===== config.mk =====
export PLATFORM = sky130hd
export DESIGN_NAME = simd_alu_result_sink
export DESIGN_NICKNAME = d
export VERILOG_FILES = /design/src/rtl/simd_alu_pkg.sv /design/src/rtl/simd_alu_result_sink_fifo.sv /design/src/rtl/simd_alu_result_sink.sv
export SDC_FILE = /design/constraint.sdc
export NUM_CORES = 1
export LEC_CHECK = 0
export CAP_MARGIN = 20
export CORE_MARGIN = 10
export CORE_UTILIZATION = 50
export CTS_CLUSTER_SIZE = 14
export DETAILED_ROUTE_END_ITERATION = 6
export PLACE_DENSITY = 0.71
export REMOVE_ABC_BUFFERS = 1
export SETUP_SLACK_MARGIN = 0.1
export SYNTH_ARGS = -nofsm -noshare
export SYNTH_HDL_FRONTEND = slang
export SYNTH_SLANG_ARGS = --single-unit

===== constraint.sdc =====
create_clock -name clk -period 31.3 [get_ports clk]
set_clock_uncertainty 0.2 [all_clocks]
set_input_delay 9.39 -clock clk [delete_from_list [all_inputs] [get_ports clk]]
set_output_delay 9.39 -clock clk [all_outputs]
set_load 0.02 [all_outputs]

===== src/rtl/simd_alu_pkg.sv =====
// rtl/simd_alu_pkg.sv - shared widths, result record and lane zero-flag helper for the SIMD_ALU result path
package simd_alu_pkg;

  localparam int LANES      = 4;
  localparam int LANE_OP_W  = 8;
  localparam int RES_W      = 2 * LANE_OP_W;
  localparam int OPC_LANE_W = 4;
  localparam int TAG_W      = 4;
  localparam int DATA_W     = LANES * RES_W;

  typedef struct packed {
    logic [DATA_W-1:0] data;
    logic [LANES-1:0]  carry;
    logic [LANES-1:0]  zero;
    logic [TAG_W-1:0]  tag;
  } result_t;

  function automatic logic [LANES-1:0] lane_zero(input logic [DATA_W-1:0] d);
    logic [LANES-1:0] z;
    for (int i = 0; i < LANES; i++) begin
      z[i] = ~|d[i*RES_W +: RES_W];
    end
    return z;
  endfunction

endpackage


===== src/rtl/simd_alu_result_sink_fifo.sv =====
// rtl/simd_alu_result_sink_fifo.sv - registered-output synchronous FIFO with full flag and occupancy count
module sync_fifo #(
  parameter int WIDTH = 8,
  parameter int DEPTH = 4
) (
  input  logic                     clk,
  input  logic                     reset,
  input  logic                     push,
  input  logic [WIDTH-1:0]         wdata,
  input  logic                     pop,
  output logic [WIDTH-1:0]         rdata,
  output logic                     full,
  output logic [$clog2(DEPTH):0]   count
);

  localparam int AW = $clog2(DEPTH);
  localparam int CW = AW + 1;

  logic [WIDTH-1:0] mem_q [DEPTH];
  logic [WIDTH-1:0] mem_d [DEPTH];
  logic [AW-1:0]    wr_ptr_q, wr_ptr_d, rd_ptr_q, rd_ptr_d;
  logic [CW-1:0]    count_q, count_d;
  logic [WIDTH-1:0] rdata_q, rdata_d;
  logic             pop_ok, push_ok;

  assign full  = (count_q == CW'(DEPTH));
  assign count = count_q;
  assign rdata = rdata_q;

  always_comb begin
    pop_ok   = pop && (count_q != '0);
    push_ok  = push && (!full || pop_ok);
    mem_d    = mem_q;
    if (push_ok) mem_d[wr_ptr_q] = wdata;
    wr_ptr_d = wr_ptr_q + AW'(push_ok);
    rd_ptr_d = rd_ptr_q + AW'(pop_ok);
    count_d  = count_q + CW'(push_ok) - CW'(pop_ok);
    rdata_d  = rdata_q;
    // Output register reloads only when the head changes; the new head is the incoming word
    // exactly when the read pointer lands on the slot being written this cycle.
    if ((count_d != '0) && (pop_ok || (count_q == '0))) begin
      rdata_d = (push_ok && (rd_ptr_d == wr_ptr_q)) ? wdata : mem_q[rd_ptr_d];
    end
  end

  always_ff @(posedge clk or posedge reset) begin
    if (reset) begin
      for (int i = 0; i < DEPTH; i++) mem_q[i] <= '0;
      wr_ptr_q <= '0;
      rd_ptr_q <= '0;
      count_q  <= '0;
      rdata_q  <= '0;
    end else begin
      mem_q    <= mem_d;
      wr_ptr_q <= wr_ptr_d;
      rd_ptr_q <= rd_ptr_d;
      count_q  <= count_d;
      rdata_q  <= rdata_d;
    end
  end

endmodule


===== src/rtl/simd_alu_result_sink.sv =====
// rtl/simd_alu_result_sink.sv - tracks issued ALU ops through their latency, captures results and queues them
module simd_alu_result_sink
  import simd_alu_pkg::*;
#(
  parameter int ALU_LAT = 1,
  parameter int DEPTH   = 4
) (
  input  logic                 clk,
  input  logic                 reset,
  input  logic                 issue_valid,
  input  logic [TAG_W-1:0]     issue_tag,
  input  logic [DATA_W-1:0]    alu_out,
  input  logic [LANES-1:0]     alu_carry,
  output logic                 m_valid,
  input  logic                 m_ready,
  output logic [DATA_W-1:0]    m_data,
  output logic [LANES-1:0]     m_carry,
  output logic [LANES-1:0]     m_zero,
  output logic [TAG_W-1:0]     m_tag,
  output logic [2:0]           inflight,
  output logic                 overflow,
  output logic [7:0]           drop_cnt
);

  logic [ALU_LAT-1:0]            dl_vld_q, dl_vld_d;
  logic [ALU_LAT-1:0][TAG_W-1:0] dl_tag_q, dl_tag_d;
  logic [2:0]                    inflight_q, inflight_d;
  logic                          overflow_q, overflow_d;
  logic [7:0]                    drop_cnt_q, drop_cnt_d;

  logic                          capture, pop, drop, fifo_full;
  logic [$clog2(DEPTH):0]        fifo_count;
  result_t                       wr_res, rd_res;

  assign capture = dl_vld_q[ALU_LAT-1];
  assign m_valid = (fifo_count != '0);
  assign pop     = m_valid && m_ready;
  assign drop    = capture && fifo_full && !pop;

  always_comb begin
    wr_res.data  = alu_out;
    wr_res.carry = alu_carry;
    wr_res.zero  = lane_zero(alu_out);
    wr_res.tag   = dl_tag_q[ALU_LAT-1];
  end

  sync_fifo #(
    .WIDTH ($bits(result_t)),
    .DEPTH (DEPTH)
  ) u_fifo (
    .clk   (clk),
    .reset (reset),
    .push  (capture),
    .wdata (wr_res),
    .pop   (pop),
    .rdata (rd_res),
    .full  (fifo_full),
    .count (fifo_count)
  );

  assign m_data   = rd_res.data;
  assign m_carry  = rd_res.carry;
  assign m_zero   = rd_res.zero;
  assign m_tag    = rd_res.tag;
  assign inflight = inflight_q;
  assign overflow = overflow_q;
  assign drop_cnt = drop_cnt_q;

  always_comb begin
    dl_vld_d[0] = issue_valid;
    dl_tag_d[0] = issue_tag;
    for (int i = 1; i < ALU_LAT; i++) begin
      dl_vld_d[i] = dl_vld_q[i-1];
      dl_tag_d[i] = dl_tag_q[i-1];
    end
    // Dropped captures still retire from the in-flight count.
    inflight_d = inflight_q + 3'(issue_valid) - 3'(capture);
    overflow_d = overflow_q || drop;
    drop_cnt_d = (drop && (drop_cnt_q != 8'hFF)) ? drop_cnt_q + 8'd1 : drop_cnt_q;
  end

  always_ff @(posedge clk or posedge reset) begin
    if (reset) begin
      dl_vld_q   <= '0;
      dl_tag_q   <= '0;
      inflight_q <= '0;
      overflow_q <= 1'b0;
      drop_cnt_q <= '0;
    end else begin
      dl_vld_q   <= dl_vld_d;
      dl_tag_q   <= dl_tag_d;
      inflight_q <= inflight_d;
      overflow_q <= overflow_d;
      drop_cnt_q <= drop_cnt_d;
    end
  end

endmodule

==> results.tsv <==
metric	value	unit
status	completed	
fin crit period	13.70	ns
Max Cap Viol	0	
global-route wire length before repair	64.7	mm
maximum clock rate	73.0	MHz
r2r setup slk	26.49	ns
hold crit path type	register to register	
fin area	21100	um^2
Placed Area	19600	um^2
Arr. time, crit path	13.92	ns
CP Launch Type	input port	
largest net degree at the start of global routing	186	
root buf cell	clkbuf_16	
asr flop ratio synth	100	%
Final setup viols	0	
Setup TNS	0	ns
Core Area	35400	um^2
Most used DFF post-synth	dfrtp_1	
Post-CTS Hold Fix Bufs	0	
Synth area leader	dfrtp_1	
largest cells by area after synthesis	dfrtp_1 57%, mux2_2 18%, mux4_2 9.6%	
Clock Sinks	404	
top-count cell post-synth	dfrtp_1	
Final Max Tran Viols	0	
Hold Fails Final Rpt	0	
final wirelength	40.0	mm
CP cell instances	clkdlybuf4s50_1 -> or4b_1 -> and2_1 -> ha_1 -> fa_1 -> xnor3_1 -> o32a_2 -> buf_4 -> buf_4 -> o21a_1 -> a21oi_1	
buffers from clock root to sink, at most	3	
First-pass DRT Iterations	4	
Syn Area/Cell	14.0	um^2
RSZ-0062 raised after global routing	no	
post-DP HPWL	24.0	mm
CP Data Required Time	31.52	ns
Area Growth Syn to Fin	18.5	%
DRT iter0 DRCs	617	
antenna violations before repair	1	
H-Tree Level Count	2	
via count	10700	
diode count	0	
Rel. slew slack	29.3	%
initial core utilization	50.3	%
CTS tree	yes	
worst-margin pin slew	1.06	ns
Max FO, Critical Path	74	
Num CTS Buffers	44	
Yosys reg bits	404	
DRC viols	0	
Worst VDD drop	0.0688	mV
Final WS setup	17.60	ns
Post-synth top cells	404 x dfrtp_1, 284 x mux2_2, 169 x nand2_1	
vias in the first global route	11600	
clk slew on worst S/H paths	0.06	ns
Port-buffer cells	164	
Synth top area share	56.7	%
fin crit share	43.8	%
Worst path max stage delay	0.76	ns
Syn Std Cell Area	17800	um^2
most used cell, CP	buf_4	
grt ovf	0	
Post-Syn Instances	1274	
fin nets	1497	
crit end category	register	
Synth Warn #	0	
Clk Latency, worst-skew pair	0.55	ns
Placer Congestion	0.714	
library cells used by synthesis	34	
met3 routed WL	1.47	mm
fillers	2852	
routed wl met2	20.1	mm
leak pwr	8.87	nW
# IOs	165	
EDFF count, synth	0	
Crit-path slowest cell	or4b_1	
register area share after synthesis	56.7	%
setup bufs post-CTS	0	
layout cells sized above 1	31.7	%
top layer reached by signal wires	met5	
pre-CTS setup slack	17.05	ns
Routed Antenna Nets	0	
# rows	69	
Global Route Usage Sum	18.2	%
Die ar.	43600	um^2
met1 WL	17.9	mm
pwr dens	123	nW/um^2
Die Height	209	um
die extent in x	209	um
average vias per placed instance	5.62	
WS Path Type	input port to register	
Post-CTS Resized	0	
WL/cell	21.0	um
==> through the flow <==
stage / power [mW] / std cells / hold slack [ns] / utilization [%]
CTS: 2.64 / 1903 / 0.273 / 59.6
detailed placement: 2.11 / 1826 / 0.260 / 55.4
floorplan: 1.79 / 1188 / 0.245 / -
finish: 2.60 / 1904 / 0.275 / 59.7
global placement: 2.06 / 1826 / 0.255 / 55.4
global route: 2.77 / 1904 / 0.296 / 59.7
==> registers in the layout, summed over array words and instances (netlist names) <==
register / cells
capture: 1
u_fifo.mem_q: 304
u_fifo.rdata: 76
dl_tag_q: 4
drop_cnt: 8
u_fifo.rd_ptr_q: 2
overflow: 1
u_fifo.count: 3
u_fifo.wr_ptr_q: 2
inflight: 3
==> path summary, 6_finish.rpt <==
path / start / to / cells after the start
max in group asynchronous: reset / u_fifo.mem_q[242] / 5
min in group asynchronous: reset / u_fifo.rdata[67] / 2
worst min-delay path: overflow / overflow / 1
worst max-delay path: m_ready / u_fifo.rdata[7] / 11
worst max register to register: u_fifo.count[1] / u_fifo.rdata[7] / 10
worst min register to register: overflow / overflow / 1
==> power breakdown <==
part / leakage, nW / switching [mW] / total (mW) / internal (mW)
sequential: 4.80 / 0.133 / 0.918 / 0.785
combinational: 3.34 / 0.555 / 1.16 / 0.608
clock: 0.735 / 0.207 / 0.522 / 0.316
total: 8.87 / 0.895 / 2.60 / 1.71
==> layer usage <==
metal	vias up	global-route usage [%]
met3	32	3.07
met2	189	30.8
li1	4882	-
met1	5599	24.1
met4	2	4.27
met5	-	0
==> cells by family (layout without fill, tap and decap cells) <==
| kind of cell | after synthesis | count (layout) | synth area share [%] |
|---|---|---|---|
| AO/OA/AOI/OAI | 99 | 99 | 3.45 |
| XOR/XNOR | 14 | 14 | 0.843 |
| adder cells (fa/ha/maj) | 9 | 9 | 0.716 |
| buffers and inverters | 99 | 268 | 3.63 |
| flip-flops | 404 | 404 | 56.7 |
| multiplexers | 365 | 365 | 27.9 |
| AND/OR/NAND/NOR | 284 | 284 | 6.75 |
==> layout make-up <==
| cell class | count | area, um^2 | share of cell area, % |
|---|---|---|---|
| inverter | 13 | 56.3 | 0.267 |
| clock buffer | 64 | 1320 | 6.23 |
| timing repair buffer | 178 | 1780 | 8.42 |
| clock inverter | 13 | 159 | 0.752 |
| tap | 461 | 577 | 2.73 |
| sequential | 404 | 10100 | 47.9 |
| multi-input combinational | 771 | 7120 | 33.7 |
==> placed cells by master, fill, tap and decap left out, types with 2 or more instances in the layout <==
master | Yosys | final
o21ai_0 | 16 | 16
xor2_1 | 6 | 6
nand4_1 | 4 | 4
xnor2_1 | 6 | 5
nand2_1 | 169 | 169
o21a_1 | 4 | 4
nor4_1 | 16 | 16
mux4_2 | 76 | 76
mux2_1 | 5 | 5
nor2_1 | 77 | 77
fa_1 | 2 | 2
clkbuf_1 | 12 | 6
nand4b_4 | 0 | 2
clkbuf_8 | 0 | 14
clkdlybuf4s50_1 | 0 | 164
buf_4 | 18 | 12
bufinv_16 | 0 | 3
and2_1 | 3 | 3
ha_1 | 7 | 6
nand4_4 | 0 | 2
clkinv_2 | 0 | 7
mux2_2 | 284 | 284
inv_1 | 13 | 12
a21oi_1 | 4 | 4
dfrtp_1 | 404 | 404
a31oi_1 | 72 | 72
nor3_1 | 5 | 5
xnor3_1 | 2 | 2
clkbuf_16 | 0 | 44
==> worst max-delay path, delay by kind of cell <==
| kind | cells | cell delay, ns |
|---|---|---|
| buffers and inverters | 3 | 1.71 |
| AO/OA/AOI/OAI | 3 | 0.85 |
| AND/OR/NAND/NOR | 2 | 1.04 |
| adder cells (fa/ha/maj) | 2 | 0.61 |
| XOR/XNOR | 1 | 0.25 |
No activity file was read; power rests on OpenSTA's default activity.
